`src/rtl/led_pattern_decoder.sv`:
```
// rtl/led_pattern_decoder.sv - identifies and tracks the running LED shift pattern
//
// Watches a 16-bit LED bus, sampled on led_valid strobes, and works out which
// pattern is running: right shift, left shift, inside-out, outside-in, or blink.
// Once locked, it tracks the phase, pulses wrap at each period boundary and
// counts every step that breaks the sequence.
//
// Optional feature macro: LED_DEC_BLINK_EN. When it is defined, the decoder
// also recognises the 0xFFFF/0x0000 blink pattern. When it is undefined, the
// blink logic is removed and the blink output is tied to 0.
//
// Ports:
//   clk        system clock
//   rst        asynchronous active-low reset
//   led_in     LED bus value
//   led_valid  one-cycle strobe; led_in is sampled on this cycle
//   clear_err  synchronous clear of err_cnt
//   locked     a pattern has been identified and is being tracked
//   mode_out   0=right(>>), 1=left(<<), 2=inside-out, 3=outside-in
//   blink      blink pattern locked (mode_out is forced to 0)
//   phase      step index within the pattern period
//   wrap       one-cycle pulse when phase returns to 0 while locked
//   err        one-cycle pulse on a sequence mismatch
//   err_cnt    saturating count of mismatches
module led_pattern_decoder #(
  parameter int LOCK_MISS = 2,
  parameter int ERR_CNT_W = 8
) (
  input  logic                 clk,
  input  logic                 rst,
  input  logic [15:0]          led_in,
  input  logic                 led_valid,
  input  logic                 clear_err,
  output logic                 locked,
  output logic [1:0]           mode_out,
  output logic                 blink,
  output logic [3:0]           phase,
  output logic                 wrap,
  output logic                 err,
  output logic [ERR_CNT_W-1:0] err_cnt
);

  typedef enum logic [1:0] {S_IDLE, S_ACQ, S_LOCK, S_ERR} state_t;

  state_t      state, state_n;
  logic [15:0] prev_q, prev_n;
  logic [2:0]  miss_q, miss_n, miss_inc;
  logic        locked_n, wrap_n, err_n, cnt_inc;
  logic [1:0]  mode_n, acq_mode;
  logic [3:0]  phase_n, acq_phase, lock_phase, blink_phase;
  logic [3:0]  hit;
  logic        blink_hit, acq_match, lock_match;

  function automatic logic is_onehot(input logic [15:0] x);
    return (x != 16'h0000) && ((x & (x - 16'd1)) == 16'h0000);
  endfunction

  // The symmetric patterns (inside-out and outside-in) share one set of legal values.
  function automatic logic is_sym(input logic [15:0] x);
    logic r;
    case (x)
      16'h0180, 16'h0240, 16'h0420, 16'h0810,
      16'h1008, 16'h2004, 16'h4002, 16'h8001: r = 1'b1;
      default:                                r = 1'b0;
    endcase
    return r;
  endfunction

  function automatic logic [15:0] nxt(input logic [1:0] m, input logic [15:0] x);
    logic [15:0] r;
    case (m)
      2'd0:    r = (x == 16'h0001) ? 16'h8000 : {1'b0, x[15:1]};
      2'd1:    r = (x == 16'h8000) ? 16'h0001 : {x[14:0], 1'b0};
      2'd2:    r = (x == 16'h8001) ? 16'h0180 : {x[14:8], 1'b0, 1'b0, x[7:1]};
      default: r = (x == 16'h0180) ? 16'h8001 : {1'b0, x[15:9], x[6:0], 1'b0};
    endcase
    return r;
  endfunction

  // A step only counts when the previous value is itself legal for the mode.
  // Without this, an illegal value such as 0x0003 could still shift into a
  // legal one.
  function automatic logic fits(input logic [1:0] m, input logic [15:0] p,
                                input logic [15:0] c);
    logic legal;
    legal = m[1] ? is_sym(p) : is_onehot(p);
    return legal && (c == nxt(m, p));
  endfunction

  // Priority encoder: returns the index of the highest set bit.
  function automatic logic [3:0] hi_idx(input logic [15:0] x);
    logic [3:0] r;
    r = 4'd0;
    for (int i = 0; i < 16; i++) begin
      if (x[i]) r = i[3:0];
    end
    return r;
  endfunction

  // For the symmetric patterns, the upper-half bit position locates the step.
  // Inside-out starts at bit 8 (0x0180). Outside-in starts at bit 15 (0x8001).
  function automatic logic [3:0] phase_of(input logic [1:0] m, input logic [15:0] x);
    logic [3:0] h;
    logic [3:0] r;
    h = hi_idx(x);
    case (m)
      2'd0:    r = 4'd15 - h;
      2'd1:    r = h;
      2'd2:    r = h - 4'd8;
      default: r = 4'd15 - h;
    endcase
    return r;
  endfunction

  always_comb begin
    for (int m = 0; m < 4; m++) begin
      hit[m] = fits(m[1:0], prev_q, led_in);
    end
  end

`ifdef LED_DEC_BLINK_EN
  logic blink_n;
  assign blink_hit = ((prev_q == 16'hFFFF) || (prev_q == 16'h0000)) && (led_in == ~prev_q);
`else
  assign blink_hit = 1'b0;
  assign blink     = 1'b0;
`endif

  // The candidate pairs are disjoint, so at most one hit bit can be set.
  always_comb begin
    acq_mode = 2'd0;
    if (hit[1]) acq_mode = 2'd1;
    if (hit[2]) acq_mode = 2'd2;
    if (hit[3]) acq_mode = 2'd3;
  end

  assign blink_phase = (led_in == 16'hFFFF) ? 4'd0 : 4'd1;
  assign acq_match   = (|hit) || blink_hit;
  assign acq_phase   = blink_hit ? blink_phase : phase_of(acq_mode, led_in);
  assign lock_match  = blink ? blink_hit : hit[mode_out];
  assign lock_phase  = blink ? blink_phase : phase_of(mode_out, led_in);
  assign miss_inc    = miss_q + 3'd1;

  always_comb begin
    state_n  = state;
    prev_n   = prev_q;
    miss_n   = miss_q;
    locked_n = locked;
    mode_n   = mode_out;
    phase_n  = phase;
    wrap_n   = 1'b0;
    err_n    = 1'b0;
    cnt_inc  = 1'b0;
`ifdef LED_DEC_BLINK_EN
    blink_n  = blink;
`endif
    if (led_valid) begin
      prev_n = led_in;
      case (state)
        S_IDLE: state_n = S_ACQ;
        S_ACQ: begin
          if (acq_match) begin
            state_n  = S_LOCK;
            locked_n = 1'b1;
            miss_n   = 3'd0;
            mode_n   = blink_hit ? 2'd0 : acq_mode;
            phase_n  = acq_phase;
`ifdef LED_DEC_BLINK_EN
            blink_n  = blink_hit;
`endif
          end
        end
        S_LOCK: begin
          if (lock_match) begin
            miss_n  = 3'd0;
            phase_n = lock_phase;
            wrap_n  = (lock_phase == 4'd0);
          end else begin
            err_n   = 1'b1;
            cnt_inc = 1'b1;
            if (miss_inc >= LOCK_MISS[2:0]) begin
              miss_n   = 3'd0;
              state_n  = S_ERR;
              locked_n = 1'b0;
            end else begin
              miss_n = miss_inc;
            end
          end
        end
        S_ERR: state_n = S_ACQ;
      endcase
    end
  end

  always_ff @(posedge clk or negedge rst) begin
    if (!rst) begin
      state    <= S_IDLE;
      prev_q   <= 16'h0000;
      miss_q   <= 3'd0;
      locked   <= 1'b0;
      mode_out <= 2'd0;
      phase    <= 4'd0;
      wrap     <= 1'b0;
      err      <= 1'b0;
    end else begin
      state    <= state_n;
      prev_q   <= prev_n;
      miss_q   <= miss_n;
      locked   <= locked_n;
      mode_out <= mode_n;
      phase    <= phase_n;
      wrap     <= wrap_n;
      err      <= err_n;
    end
  end

`ifdef LED_DEC_BLINK_EN
  always_ff @(posedge clk or negedge rst) begin
    if (!rst) blink <= 1'b0;
    else      blink <= blink_n;
  end
`endif

  // A clear that coincides with an increment leaves the new mismatch counted.
  always_ff @(posedge clk or negedge rst) begin
    if (!rst) begin
      err_cnt <= '0;
    end else if (clear_err) begin
      err_cnt <= cnt_inc ? {{(ERR_CNT_W-1){1'b0}}, 1'b1} : '0;
    end else if (cnt_inc && !(&err_cnt)) begin
      err_cnt <= err_cnt + 1'b1;
    end
  end

endmodule

```
`config.mk`:
```
export PLATFORM = sky130hd
export DESIGN_NAME = led_pattern_decoder
export DESIGN_NICKNAME = d
export VERILOG_FILES = /design/src/rtl/led_pattern_decoder.sv
export SDC_FILE = /design/constraint.sdc
export NUM_CORES = 1
export LEC_CHECK = 0
export ABC_CLOCK_PERIOD_IN_PS = 8200
export CAP_MARGIN = 20
export CORE_UTILIZATION = 40
export CTS_CLUSTER_DIAMETER = 120
export DETAILED_ROUTE_END_ITERATION = 8
export HOLD_SLACK_MARGIN = 0.03
export PLACE_DENSITY = 0.64
export SKIP_CTS_REPAIR_TIMING = 1
export SYNTH_ARGS = -nofsm -noshare
export SYNTH_HDL_FRONTEND = slang
export SYNTH_SLANG_ARGS = --single-unit
```
`constraint.sdc`:
```
create_clock -name clk -period 8.2 [get_ports clk]
set_clock_uncertainty 0.2 [all_clocks]
set_input_delay 0.82 -clock clk [delete_from_list [all_inputs] [get_ports clk]]
set_output_delay 0.82 -clock clk [all_outputs]
set_load 0.01 [all_outputs]
```
# Yosys cells after proc, flatten, opt, wreduce, memory -nomap -nowiden
# Index checks and enable logic that the tools add are counted.
[classes]
addsub = 5
order_cmp = 2
n_eq_ne = 25
muxes = 51
bitwise_logic = 1
reduce_logical = 22
[ops]
columns = ["op", "count"]
rows = [
  ["$eq A16 B16 Y1", 4],
  ["$mux W16", 4],
  ["$mux W4", 16],
  ["$eq A16 B16 Y1 const B", 2],
  ["$pmux W4 S2", 3],
  ["$and A16 B16 Y16", 1],
  ["$eq A16 B1 Y1 const B", 1],
  ["$eq A16 B10 Y1 const B", 1],
  ["$eq A16 B11 Y1 const B", 1],
  ["$eq A16 B12 Y1 const B", 1],
  ["$eq A16 B13 Y1 const B", 1],
  ["$eq A16 B14 Y1 const B", 1],
  ["$eq A16 B15 Y1 const B", 1],
  ["$eq A16 B9 Y1 const B", 1],
  ["$logic_not A16 Y1", 1],
  ["$mux W8", 2],
  ["$reduce_bool A16 Y1", 1],
  ["$sub A16 B1 Y16 const B", 1],
  ["$mux W1", 14],
  ["$mux W2", 5],
  ["$mux W3", 3],
  ["$add A8 B1 Y8 const B", 1],
  ["$eq A2 B2 Y1 const B", 4],
  ["$ne A2 B2 Y1 const B", 4],
  ["other kinds (22)", 32],
]
[totals]
regBits = 38
input_bits = 20
out_inout_bits = 18
wordCells = 115

# Longest topological paths before layout
[logic_depth]
word_depth = 21
depth_mapped = 13
mapped_depth_nobuf = 12

# Worst setup path before layout
# No wires, ideal clock.
[synth_timing]
path_kind = "input to register"
startpoint = "in led_in[13]"
endpoint = "reg phase[1]"
setup_time_ns = 0.125
t_arrival_ns = 3.193
required_time_ns = 7.875
setup_slack_ns = 4.682
path_stages = 10
path_buffers = 1
cell_sequence = "clkbuf_1 -> xnor2_1 -> o21ai_0 -> nor4_1 -> o211ai_1 -> o22a_1 -> ha_1 -> nor2_1 -> mux4_2 -> mux2_4"
[synth_via]
elab_chain_cells = 9
elab_cells_between_ends = 29
[synth_rtl]
columns = ["element", "line", "text"]
rows = [
  ["from (decl)", "31", "input logic [15:0] led_in,"],
  ["$eq A16 B16 Y1", "87", "return legal && (c == nxt(m, p));"],
  ["$logic_and A1 B1 Y1", "87", ""],
  ["$mux W1", "132", "if (hit[1]) acq_mode = 2'd1;"],
  ["$mux W2", "133", "if (hit[2]) acq_mode = 2'd2;"],
  ["$mux W2", "134", "if (hit[3]) acq_mode = 2'd3;"],
  ["$eq A2 B2 Y1 or $eq A2 B1 Y1 (tied branches)", "106", "case (m)"],
  ["$pmux W4 S2", "106", ""],
  ["$mux W4", "162", "if (acq_match) begin"],
  ["$pmux W4 S2", "159", "case (state)"],
  ["to (signal assigned)", "211", "phase <= phase_n;"],
  ["to (decl)", "37", "output logic [3:0] phase,"],
]
# Parallel ways exist; a longest one is shown, timed or not. The select of a mux whose other input is x is not followed.
# A chain may end at the register's enable or synchronous reset.

# Worst setup path after layout
[layout_timing]
startpoint = "in led_in[13]"
endpoint = "reg phase[2]"
[layout_via]
elab_cells_between_ends = 29
[layout_rtl]
columns = ["element", "line", "text"]
rows = [
  ["$eq A16 B16 Y1", "87", ""],
  ["$logic_and A1 B1 Y1", "87", ""],
  ["$mux W2", "133", ""],
  ["$mux W2 *", "134", ""],
  ["net acq_mode[1]", "49", "logic [1:0] mode_n, acq_mode;"],
  ["$eq A2 B2 Y1 or $eq A2 B1 Y1 (tied branches)", "106", ""],
  ["$pmux W4 S2 *", "106", ""],
  ["$mux W4 *", "162", ""],
  ["$pmux W4 S2 *", "159", ""],
]
# The timed path passes the listed nets; every way through them passes the cells marked *. The select of a mux whose other input is x is not followed.

==> summary.txt <==
Placement
  • DP Wirelength: 6.36 mm
  • Buffers added on ports: 36
  • GP Congestion: 0.960
  • Placed cell area: 3610 um2

Setup path
  • Reg2reg setup slack: 4390 ps
  • Critical Path Source: led_in[13]
  • FF-to-FF End: phase[2]
  • Crit path kind: primary input to register
  • End of the critical path: phase[2]
  • Crit path max fanout: 8
  • Worst R2R Path Depth: 9
  • Data required, critical path: 8180 ps
  • CP arrival: 4020 ps
  • Startpoint class of the critical path: primary input
  • Worst Setup End Kind: register
  • Reg-to-Reg Start: prev_q[3]

Synthesis
  • Share of the synthesized area in the top cell type: 0.291
  • Synthesized instance count: 367
  • Primary FF master, synth: dfrtp_1
  • Unique masters post-synth: 68
  • Mapped Area: 3260 um2
  • Synth area leader: dfrtp_1
  • Syn nets: 397
  • Sequential-to-total area share from yosys stat: 0.291
  • Asr flop ratio synth: 1.00
  • Yosys warnings: 0
  • Largest cells by area after synthesis: dfrtp_1, xnor2_1, mux2_2, ha_1, nor2_1
  • Synthesis-stage register bit count: 38
  • Post-synth EDFFs: 0
  • Syn_area_per_cell: 8.89 um2

STA
  • Max-Slew Margin vs Limit: 0.428
  • Max Fclk: 248 MHz
  • Setup TNS: 0 ps
  • Final setup vio count: 0
  • Crit share post-route: 0.493
  • Tmin final: 4040 ps
  • RSZ-0062 raised after global routing: no
  • Max Slew Vio Count: 0
  • Slew @ Worst Pin: 858 ps
  • Final Hold Viols: 0

Route
  • Remaining DRCs: 0
  • Routed vias: 2891
  • Drt total wl: 8.56 mm
  • DR pass1 iterations: 5
  • Final ANT Viol Nets: 0
  • 1st-iter DRT viols: 224
  • Vias/cell: 5.96
  • Wire per inst: 17.6 um

Floorplan
  • Die area: 8520 um2
  • Die width: 92.3 um
  • IO Count: 38
  • Initial Utilization: 0.418
  • Standard-cell row count: 32
  • Vert. Die Dim: 92.3 um
  • Core Area: 7810 um2

Job
  • Max cap viols: 0

Power
  • Net switching power: 0.000225 W
  • Maximum vdd drop: 0.000101 V
  • Logic pwr share: 0.327
  • Share of power burned in registers: 0.380
  • PwrDens: 179 nW/um2
  • Clock share of power: 0.293
  • Leak Pwr: 1.41 nW
  • Sw Share: 0.334
  • Internal power: 0.000448 W

Finish
  • Area grow syn2layout: 14.9%
  • Layout cells sized above 1: 0.136
  • Most frequent cells in the layout: dfrtp_1, clkdlybuf4s50_1, nor2_1
  • Ant. Diodes: 0
  • NumNets Final: 412
  • Fin area: 3750 um2
  • Filler cells: 763
  • Commonest non-fill, non-tap cell in the layout: dfrtp_1

Clock network
  • CTS tree: built
  • CTS root buffer: clkbuf_8
  • Clk buf depth: 2
  • H-Tree Depth: 2
  • Worst-path clk slew: 80 ps
  • Num Clock Sinks: 38
  • Clock Latency Late Sink: 300 ps
  • TritonCTS buffer count: 5

Global route
  • First-pass GRT wire length: 14.4 mm
  • GR Overflow Total: 0
  • Number of antenna violations at the first check in global routing: 0
  • Vias in the first global route: 2804
  • Gr usage total: 0.215
  • Largest net degree at the start of global routing: 39

Worst hold path
  • Hold Crit Class: register to register

Run status
  • Status: completed
## worst max-delay path, cell delays in order
cell	delay (ps)
clkdlybuf4s50_1	720
xnor2_1	170
o21ai_0	180
nor4_1	490
o211ai_2	160
a21oi_2	280
inv_1	100
ha_1	200
nor2_1	90
nor2_1	70
mux4_2	470
mux2_4	260
## Yosys cell counts (3+ instances only)
cell type / count
o31ai_1: 10
nor2_1: 29
dfrtp_1: 38
mux4_2: 3
nor4_2: 3
a21oi_1: 10
o21ai_0: 14
o2111ai_1: 5
and3_1: 3
a211o_1: 3
ha_1: 10
nor3_1: 11
xnor2_1: 25
or2_2: 3
nor4bb_1: 4
buf_2: 14
nand2b_1: 4
o211ai_1: 9
clkbuf_1: 11
inv_1: 21
nor4_1: 15
or3_1: 3
nand3_1: 8
nand2_1: 21
nor2b_1: 7
nand4_1: 7
mux2_2: 16
a211oi_1: 4
mux2_4: 4
mux2i_1: 3
or4_4: 4
## cells by family (layout without fill, tap and decap cells)
logic type | Yosys count | after routing | synth area share
compound gates | 77 | 77 | 0.176
flops | 38 | 38 | 0.291
xor+xnor | 26 | 26 | 0.0698
buf+inv | 50 | 66 | 0.0675
fa+ha+maj | 11 | 11 | 0.0414
simple gates | 137 | 137 | 0.246
mux | 27 | 27 | 0.107
other cells | 1 | 1 | 0.00115
## registers in the layout (all words and copies together), names as in the netlist
signal    flops
err           1
wrap          1
err_cnt       8
locked        1
state         2
phase         4
mode_out      2
prev_q       16
miss_q        3
## layer usage
layer / wire length, um / GRT usage / vias up / share of wire
met5: 0 / 0 / - / 0
met4: 152 / 0.0586 / 0 / 0.018
met3: 574 / 0.0443 / 18 / 0.067
met2: 3870 / 0.328 / 101 / 0.45
met1: 3960 / 0.306 / 1388 / 0.46
li1: - / - / 1384 / -
## power groups by stage
stage / Sequential (W) / Clock (W) / Combinational, W
global placement: 0.000259 / 0 / 0.000217
CTS: 0.000255 / 0.000203 / 0.000221
detailed placement: 0.000259 / 0 / 0.000220
global route: 0.000261 / 0.000208 / 0.000243
finish: 0.000256 / 0.000197 / 0.000220
floorplan: 0.000237 / 0 / 0.000172
## stage by stage
step | util | setup slack [ps] | total power (W) | instances | hold WS [ps]
detailed placement | 0.463 | 3910 | 0.000479 | 477 | 303
floorplan | - | 4680 | 0.000409 | 367 | 285
global route | 0.480 | 3950 | 0.000713 | 485 | 332
CTS | 0.480 | 4200 | 0.000679 | 485 | 322
finish | 0.480 | 4160 | 0.000673 | 485 | 315
global placement | 0.463 | 3880 | 0.000476 | 477 | 290
## how the worst min path moves through the flow
stage                 to      start  slack (ps)  cells after the start
3_5_place_dp      locked     locked         300                      2
5_1_grt         phase[2]   phase[2]         330                      1
4_1_cts           locked     locked         320                      2
6_report        phase[0]   phase[0]         310                      1
2_1_floorplan  miss_q[2]  miss_q[2]         280                      1
3_3_place_gp      locked     locked         290                      2
## cell type report
| class | instances | area, um2 | share of cell area |
|---|---|---|---|
| multi-input combinational | 279 | 2090 | 0.558 |
| clock inverter | 3 | 68.8 | 0.0184 |
| clock buffer | 5 | 68.8 | 0.0184 |
| sequential | 38 | 951 | 0.254 |
| tap | 102 | 128 | 0.0340 |
| timing repair buffer | 37 | 363 | 0.0968 |
| inverter | 21 | 78.8 | 0.0210 |
Note: power is estimated with default switching activity, not from simulation.
==> edit, RTL diff (same settings) <==
Change the parameter `ERR_CNT_W` from 8 to 12.
--- a/src/rtl/led_pattern_decoder.sv
+++ b/src/rtl/led_pattern_decoder.sv
@@ -24,7 +24,7 @@
 //   err_cnt    saturating count of mismatches
 module led_pattern_decoder #(
   parameter int LOCK_MISS = 2,
-  parameter int ERR_CNT_W = 8
+  parameter int ERR_CNT_W = 12
 ) (
   input  logic                 clk,
   input  logic                 rst,
Ports: changed (resized err_cnt); port bits go from 38 to 42. The function was not compared with the original's and may differ.
==> edit against the unedited design <==
  * Worst setup slack got worse by 130 ps
  * Largest cell class unchanged
  * Worst hold slack about the same
  * Non-clock buffer count rose by 3
  * Area after synthesis is 4.1% higher
  * Critical path depth down 1
  * Register-to-register slack got worse by 360 ps
  * Power decreased by 7.2%
  * Sequential cell count increased by 4
  * Largest power group unchanged
  * Cell area is 2.7% higher
  * Wire length down 4.3%
==> edit: results (changes against the unedited design) <==
stage;metric;value;unit;change
run_status;outcome;completed;;
placement;numPortBuffers;40;;+11%
route;routed-via-count;2922;;+1.1%
route;drt-total-wl;8.195;mm;-4.3%
placement;gp_congestion;0.9310;;-3.0%
finish;diodes;0;;unchanged
logic_synthesis;yosysSeqAreaShare;30.95;%;+1.8 points
timing;relSlewSlack;30.71;%;-12 points
logic_synthesis;synthTopCellsByArea;dfrtp_1 31%, mux2_2 6.3%, ha_1 3.7%;;
critical_path;critPathMaxFanout;11;;+3
min_path;hold_path_startpoint;locked;;
logic_synthesis;synth_cell_types;67;;-1.5%
logic_synthesis;synthesis.nets;406;;+2.3%
finish;top_regs;prev_q: 16 flops, err_cnt: 12 flops, phase: 4 flops;;
global_routing;grt_pass1_wl;13.62;mm;-5.7%
critical_path;r2r_slack;4030;ps;-360 ps
global_routing;grt_pass1_vias;2660;;-5.1%
finish;drive_above_1_share;12.79;%;-0.79 points
global_routing;grt_start_max_net_pins;43;;+10%
min_path;min_to;locked;;
route;wl_met2;3.683;mm;-4.8%
route;drtIter0Drc;277;;+24%
placement;dp_hpwl;5.972;mm;-6.1%
min_path;hold_depth;2;;+1
critical_path;worstReg2RegStart;prev_q[1];;
critical_path;r2r_cells;11;;+2
pwr;peakVddDrop;0.00006942;V;-31%
[edit: metrics by stage]
step	setup slack, ps	total power, W	area (µm²)	cells	hold WS, ps
floorplan	4356	0.0004145	3396	376	284.9
global placement	3975	0.0004749	3755	488	296.1
detailed placement	3926	0.0004789	3755	488	298.2
CTS	4059	0.0006274	3850	496	319.0
global route	3845	0.0006616	3850	496	347.5
finish	4029	0.0006242	3850	496	315.1
[edit: routing by layer]
layer	vias up	track usage [%]
met5	-	0
met4	0	4.615
met1	1410	28.31
met3	7	2.913
li1	1423	-
met2	82	30.23
[edit: logic make-up after synthesis]
family / synth area share [%]
mux: 11.83
buf+inv: 6.706
flops: 30.95
fa+ha+maj: 3.979
compound gates: 15.22
other cells: 0.1104
simple gates: 23.99
xor+xnor: 7.222
[edit: cell type report]
class	instances	area, µm²
Timing Repair Buffer	40	395.4
Clock buffer	7	86.33
Fill cell	791	4367
Inverter	16	60.06
Multi-Input combinational cell	285	2117
Sequential cell	42	1051
Tap cell	105	131.4
Clock inverter	1	8.758
[edit: worst max-delay path by stage]
stage	from	to	slack (ps)	cells after the start
after floorplan	prev_q[1]	phase[2]	4360	12
after global placement	led_in[4]	phase[2]	3970	11
after detailed placement	led_in[2]	err_cnt[4]	3930	9
after CTS	prev_q[1]	phase[2]	4060	11
after global routing	prev_q[1]	phase[2]	3840	11
final	prev_q[1]	phase[2]	4030	11
[edit: report_power, final]
group	total (W)	switching [W]	leakage [nW]	internal [W]
clock	0.000147	0.0000771	0.0489	0.0000697
combinational	0.000202	0.0000991	0.876	0.000103
sequential	0.000275	0.0000417	0.529	0.000233
[edit: critical path, cell delays in order, from the launching register on]
cell and delay, ps:
dfrtp_1 510, or4_4 670, or4_1 490, a211o_1 300, a31oi_1 280, nor2_1 70
o22ai_1 270, inv_1 80, ha_1 370, nor2_1 90, mux4_2 460, mux2_4 280
